### src/rtl/dither_pipe.sv
// dither_pipe: two-stage colour reducer. Each pixel receives an optional
// ordered-dither or rounding offset, then is clamped to the input range and
// truncated to OUT_W bits per channel. Valid/ready handshakes sit on both
// sides of the pipe, and a sideband tag travels with every pixel.
module dither_pipe #(
  parameter int IN_W  = 8,
  parameter int OUT_W = 5,
  parameter int TAG_W = 1
) (
  input  logic             clk,
  input  logic             i_nrst,
  input  logic             i_valid,
  output logic             o_ready,
  input  logic [IN_W-1:0]  i_r,
  input  logic [IN_W-1:0]  i_g,
  input  logic [IN_W-1:0]  i_b,
  input  logic [1:0]       i_x,
  input  logic [1:0]       i_y,
  input  logic [1:0]       i_mode,
  input  logic [TAG_W-1:0] i_tag,
  output logic             o_valid,
  input  logic             i_ready,
  output logic [OUT_W-1:0] o_r,
  output logic [OUT_W-1:0] o_g,
  output logic [OUT_W-1:0] o_b,
  output logic [TAG_W-1:0] o_tag
);

  // The sum is two bits wider than a channel. This leaves room for a negative
  // result (after a dither offset is subtracted) and for an overflow past full
  // scale.
  localparam int SW = IN_W + 2;
  // SH scales the 3-bit dither/rounding values so that they land just below
  // the LSB of the truncated output.
  localparam int SH = IN_W - OUT_W - 3;

  localparam logic [SW-1:0] RND_OFF = {{(SW-3){1'b0}}, 3'd4} << SH;

  generate
    if ((IN_W - OUT_W) < 3 || OUT_W < 1) begin : g_param_chk
      $error("dither_pipe: need IN_W - OUT_W >= 3 and OUT_W >= 1");
    end
  endgenerate

  logic signed [2:0] w_mat;
  logic [SW-1:0]     w_off;
  logic [SW-1:0]     w_sum_r;
  logic [SW-1:0]     w_sum_g;
  logic [SW-1:0]     w_sum_b;
  logic              w_s2_adv;
  logic              w_s1_adv;

  logic              r_rdy_en;
  logic              r_s1_v;
  logic [SW-1:0]     r_s1_r;
  logic [SW-1:0]     r_s1_g;
  logic [SW-1:0]     r_s1_b;
  logic [TAG_W-1:0]  r_s1_tag;
  logic              r_s2_v;
  logic [OUT_W-1:0]  r_s2_r;
  logic [OUT_W-1:0]  r_s2_g;
  logic [OUT_W-1:0]  r_s2_b;
  logic [TAG_W-1:0]  r_s2_tag;

  // Clamp the sum to [0, 2^IN_W-1], then keep the top OUT_W bits. The sum
  // cannot reach 2^(IN_W+1), so checking bit IN_W is enough to detect
  // overflow.
  function automatic logic [OUT_W-1:0] clamp_trunc(input logic [SW-1:0] s);
    logic [IN_W-1:0] c;
    if (s[SW-1])
      c = '0;
    else if (s[SW-2])
      c = '1;
    else
      c = s[IN_W-1:0];
    return c[IN_W-1 -: OUT_W];
  endfunction

  // Look up the 4x4 ordered-dither matrix, indexed by screen coordinate LSBs.
  always_comb begin
    w_mat = 3'sd0;
    case ({i_y, i_x})
      4'h0: w_mat = -3'sd4;
      4'h1: w_mat =  3'sd0;
      4'h2: w_mat = -3'sd3;
      4'h3: w_mat =  3'sd1;
      4'h4: w_mat =  3'sd2;
      4'h5: w_mat = -3'sd2;
      4'h6: w_mat =  3'sd3;
      4'h7: w_mat = -3'sd1;
      4'h8: w_mat = -3'sd3;
      4'h9: w_mat =  3'sd1;
      4'hA: w_mat = -3'sd4;
      4'hB: w_mat =  3'sd0;
      4'hC: w_mat =  3'sd3;
      4'hD: w_mat = -3'sd1;
      4'hE: w_mat =  3'sd2;
      4'hF: w_mat = -3'sd2;
      default: w_mat = 3'sd0;
    endcase
  end

  // Choose the per-pixel offset: dither value, rounding half-LSB, or none.
  // Mode 3 behaves like mode 0 (no offset).
  always_comb begin
    w_off = '0;
    case (i_mode)
      2'd1:    w_off = {{(SW-3){w_mat[2]}}, w_mat} << SH;
      2'd2:    w_off = RND_OFF;
      default: w_off = '0;
    endcase
  end

  assign w_sum_r = {2'b00, i_r} + w_off;
  assign w_sum_g = {2'b00, i_g} + w_off;
  assign w_sum_b = {2'b00, i_b} + w_off;

  // A stage moves forward when it is empty or when the stage after it drains.
  // o_ready stays low until the first edge after reset, so the input side
  // only opens once the pipe is known to be clean.
  assign w_s2_adv = !r_s2_v || i_ready;
  assign w_s1_adv = r_rdy_en && (!r_s1_v || w_s2_adv);
  assign o_ready  = w_s1_adv;

  // Input-side enable: set on the first clock edge after reset is released.
  always_ff @(posedge clk or negedge i_nrst) begin
    if (!i_nrst)
      r_rdy_en <= 1'b0;
    else
      r_rdy_en <= 1'b1;
  end

  // Stage 1: register the offset sums and the tag on an input transfer.
  always_ff @(posedge clk or negedge i_nrst) begin
    if (!i_nrst) begin
      r_s1_v   <= 1'b0;
      r_s1_r   <= '0;
      r_s1_g   <= '0;
      r_s1_b   <= '0;
      r_s1_tag <= '0;
    end else if (w_s1_adv) begin
      r_s1_v <= i_valid;
      if (i_valid) begin
        r_s1_r   <= w_sum_r;
        r_s1_g   <= w_sum_g;
        r_s1_b   <= w_sum_b;
        r_s1_tag <= i_tag;
      end
    end
  end

  // Stage 2: register the clamped, truncated result. While the output is
  // stalled, the stage holds its value.
  always_ff @(posedge clk or negedge i_nrst) begin
    if (!i_nrst) begin
      r_s2_v   <= 1'b0;
      r_s2_r   <= '0;
      r_s2_g   <= '0;
      r_s2_b   <= '0;
      r_s2_tag <= '0;
    end else if (w_s2_adv) begin
      r_s2_v <= r_s1_v;
      if (r_s1_v) begin
        r_s2_r   <= clamp_trunc(r_s1_r);
        r_s2_g   <= clamp_trunc(r_s1_g);
        r_s2_b   <= clamp_trunc(r_s1_b);
        r_s2_tag <= r_s1_tag;
      end
    end
  end

  assign o_valid = r_s2_v;
  assign o_r     = r_s2_r;
  assign o_g     = r_s2_g;
  assign o_b     = r_s2_b;
  assign o_tag   = r_s2_tag;

endmodule

### config.mk
export PLATFORM = sky130hd
export DESIGN_NAME = dither_pipe
export DESIGN_NICKNAME = d
export VERILOG_FILES = /design/src/rtl/dither_pipe.sv
export SDC_FILE = /design/constraint.sdc
export NUM_CORES = 1
export LEC_CHECK = 0
export ABC_AREA = 1
export CAP_MARGIN = 20
export CORE_UTILIZATION = 45
export DETAILED_ROUTE_END_ITERATION = 12
export PLACE_DENSITY = 0.74
export SLEW_MARGIN = 20
export SYNTH_ARGS = -nofsm -noshare
export SYNTH_HDL_FRONTEND = slang
export SYNTH_SLANG_ARGS = --single-unit
### constraint.sdc
create_clock -name clk -period 1.45 [get_ports clk]
set_clock_uncertainty 0.2 [all_clocks]
set_input_delay 0.29 -clock clk [delete_from_list [all_inputs] [get_ports clk]]
set_output_delay 0.29 -clock clk [all_outputs]
set_load 0.01 [all_outputs]
==> results.ini <==
[clock_tree]
path_clk_slew_ns=0.08
clock_latency_ns=0.29
cts_buffer_depth=2
cts_tree=done
cts.htree.levels=2
cts_sinks=41
cts_buffers=5
cts_root_buf=clkbuf_8

[drt]
drt-total-wl_um=8560
post-route-drc-count=0
initialDrtViolationCount=161
dr.pass1.iters=4
routedWlPerCell_um=14.7
routed_via_density=5.20
ant_nets=0
vias=3036

[placement]
port_buffers=52
place_inst=560
dpl.hpwl_um=5250
gp_congestion=0.839

[logic_synthesis]
ys_types=26
syn_area_mm2=0.00285
yosysTopAreaCell=dfrtp_1
synthMuxAreaShare_pct=0
synth_edf_count=0
synth_common_cells=116 x nand2_1, 44 x inv_1, 41 x dfrtp_1
async_reset_ff_share_pct=100
synth_fa_ha_area_share_pct=11.4
synth-compound-area-share_pct=13.8
yosys.area_share.simple_pct=29.6
yosysWarnings=0
synth_area_leaders=dfrtp_1 36%, nand2_1 15%, ha_1 11%
synth-xor-area-share_pct=1.84
synth_top_area_share_pct=36.0
synth_top_family_by_area=simple AND/OR/NAND/NOR gates
syn-num-nets=451
seq_area_frac_synth_pct=36.0
yosysMostFrequentCell=nand2_1
postSynthCellCount=390
ys.flop_type=dfrtp_1
postSynthAreaPerCell_um2=7.31
synth_seq_cells=41

[timing]
finalCritPeriodShare_pct=136
finalHoldViolCount=0
fin_crit_ns=1.97
finalMaxSlewViolations=0
setup_tns_ns=-9.42
rsz0062_at_grt=yes
fin_ws_ns=-0.518
fmax_mhz=508
final-setup-viol-count=24

[floorplanning]
core-area_mm2=0.00603
rows=28
dieWidth_um=81.6
die_h_um=81.6
die_area_mm2=0.00666
io_pins=53
start_util_pct=47.3

[min_path]
min_to=r_s1_g[6]
worstHoldStart=r_s1_g[6]
worstHoldPathType=reg -> reg
hold-path-cell-count=2

[worst_setup_path]
worst-path-max-fanout=7
worstReg2RegEnd=r_s1_g[7]
path_class=in -> reg
required_ns=1.44
critical_path.startpoint_type=primary input
end_kind=flip-flop
worstPathArrival_ns=1.96
ff2ff_setup_slack_ns=-0.27
r2r-start=o_valid
r2r_cells=11

[global_routing]
grt_pass1_wl_um=12800
grt_overflow_total=0
grt_max_degree=42
grt_pass1_vias=2961
grt_use_total_pct=25.1
grt_antenna_before_repair=0

[pwr]
powerDensity_mw_per_mm2=881
p_leak_nw=2.31
ir_worst_vdd_mv=0.735

[final_layout]
antennaDiodeCount=0
instances_no_fill=584
drive_gt1_share_pct=39.9
area_growth_pct=68.6
final_nets=569

[flow_run]
cap_violations=0

[run_status]
status=complete, but fails checks
violations=negative setup slack

==> stage by stage <==
stage | utilization [%] | hold WS (ns) | power, mW | cell area [µm²] | setup slack, ns
after floorplan | - | -0.206 | 2.45 | 3010 | -0.831
after global placement | 66.3 | 0.0708 | 3.24 | 3990 | -1.25
after detailed placement | 66.3 | 0.0756 | 3.29 | 3990 | -1.27
after CTS | 75.6 | 0.266 | 4.07 | 4550 | -0.545
after global routing | 79.8 | 0.297 | 4.52 | 4810 | -0.599
final | 79.8 | 0.275 | 4.24 | 4810 | -0.518
==> critical path: stages <==
cell     delay, ns
buf_12        0.11
inv_12        0.04
ha_4          0.14
nand2_4       0.05
nor2_4        0.18
buf_12        0.18
ha_4          0.15
buf_4         0.14
nand2_2       0.06
nor3_2        0.25
nand2_2       0.11
nand2_1       0.09
nand2_1       0.05
nand3_1       0.06
nand2_1       0.05
==> power breakdown <==
part	internal [mW]	switching (mW)	leakage, nW
sequential	1.46	0.174	0.513
combinational	0.954	0.939	1.75
clock	0.333	0.379	0.0450
==> cells in the final DEF (no fill, tap or decap), types with 6 or more instances in the layout <==
cell type        instances
inv_1                   34
nor2_4                   6
o21ai_2                  6
nor2_2                   8
inv_2                    8
o21ai_1                  9
o21ai_0                 31
a21oi_2                 12
buf_4                   46
dfrtp_1                 41
nor2_1                  10
nand3_1                 18
ha_4                    21
clkdlybuf4s15_1         16
nand2_2                 23
a21oi_4                  7
nand2_4                  9
clkdlybuf4s50_1         28
nand3_2                 11
nand2_1                 94
buf_6                   13
==> area by class of cell <==
class	instances	area (µm²)
multi-input combinational	297	2280
inverter	45	188
clock buffer	6	72.6
clock inverter	2	10.0
fill	384	1220
timing repair buffer	118	1140
tap	75	93.8
sequential	41	1030
==> layer usage <==
| layer | up-vias | global-route usage (%) | wire length [µm] |
|---|---|---|---|
| met5 | - | 0 | 0 |
| met4 | 0 | 9.12 | 235 |
| met3 | 20 | 3.33 | 313 |
| met2 | 92 | 45.9 | 4540 |
| met1 | 1420 | 29.7 | 3470 |
| li1 | 1504 | - | - |
==> flip-flops by register name, summed over array words and instances (netlist names) <==
signal and cells:
r_s1_b 7, r_s1_g 7, r_s1_r 7, o_b 5, o_g 5, o_r 5
o_tag 1, o_valid 1, r_rdy_en 1, r_s1_tag 1, r_s1_v 1
==> how the worst max path moves through the flow <==
stage / depth (start not counted) / slack [ns] / to / startpoint
floorplan: 12 / -0.83 / r_s1_g[9] / i_mode[1]
global placement: 14 / -1.25 / r_s1_b[8] / i_mode[1]
detailed placement: 14 / -1.27 / r_s1_b[8] / i_mode[1]
CTS: 15 / -0.54 / r_s1_r[7] / i_mode[1]
global route: 15 / -0.60 / r_s1_r[8] / i_y[0]
finish: 15 / -0.52 / r_s1_r[8] / i_mode[1]
==> cell families after synthesis <==
group	count (synthesis)
XOR/XNOR	6
adder cells (fa/ha/maj)	26
other	1
buffers and inverters	52
AO/OA/AOI/OAI	74
AND/OR/NAND/NOR	190
flip-flops	41
==> timing repair <==
item / in CTS / in global routing
endpoints found under the setup margin: 41 / 34
hold buffers: 1 / 0
hold endpoints to repair: 41 / 0
pin swaps: 51 / 45
resized for setup: 98 / 84
gates cloned: 2 / 0
setup buffers: 11 / 5
No activity file was read; power rests on OpenSTA's default activity.
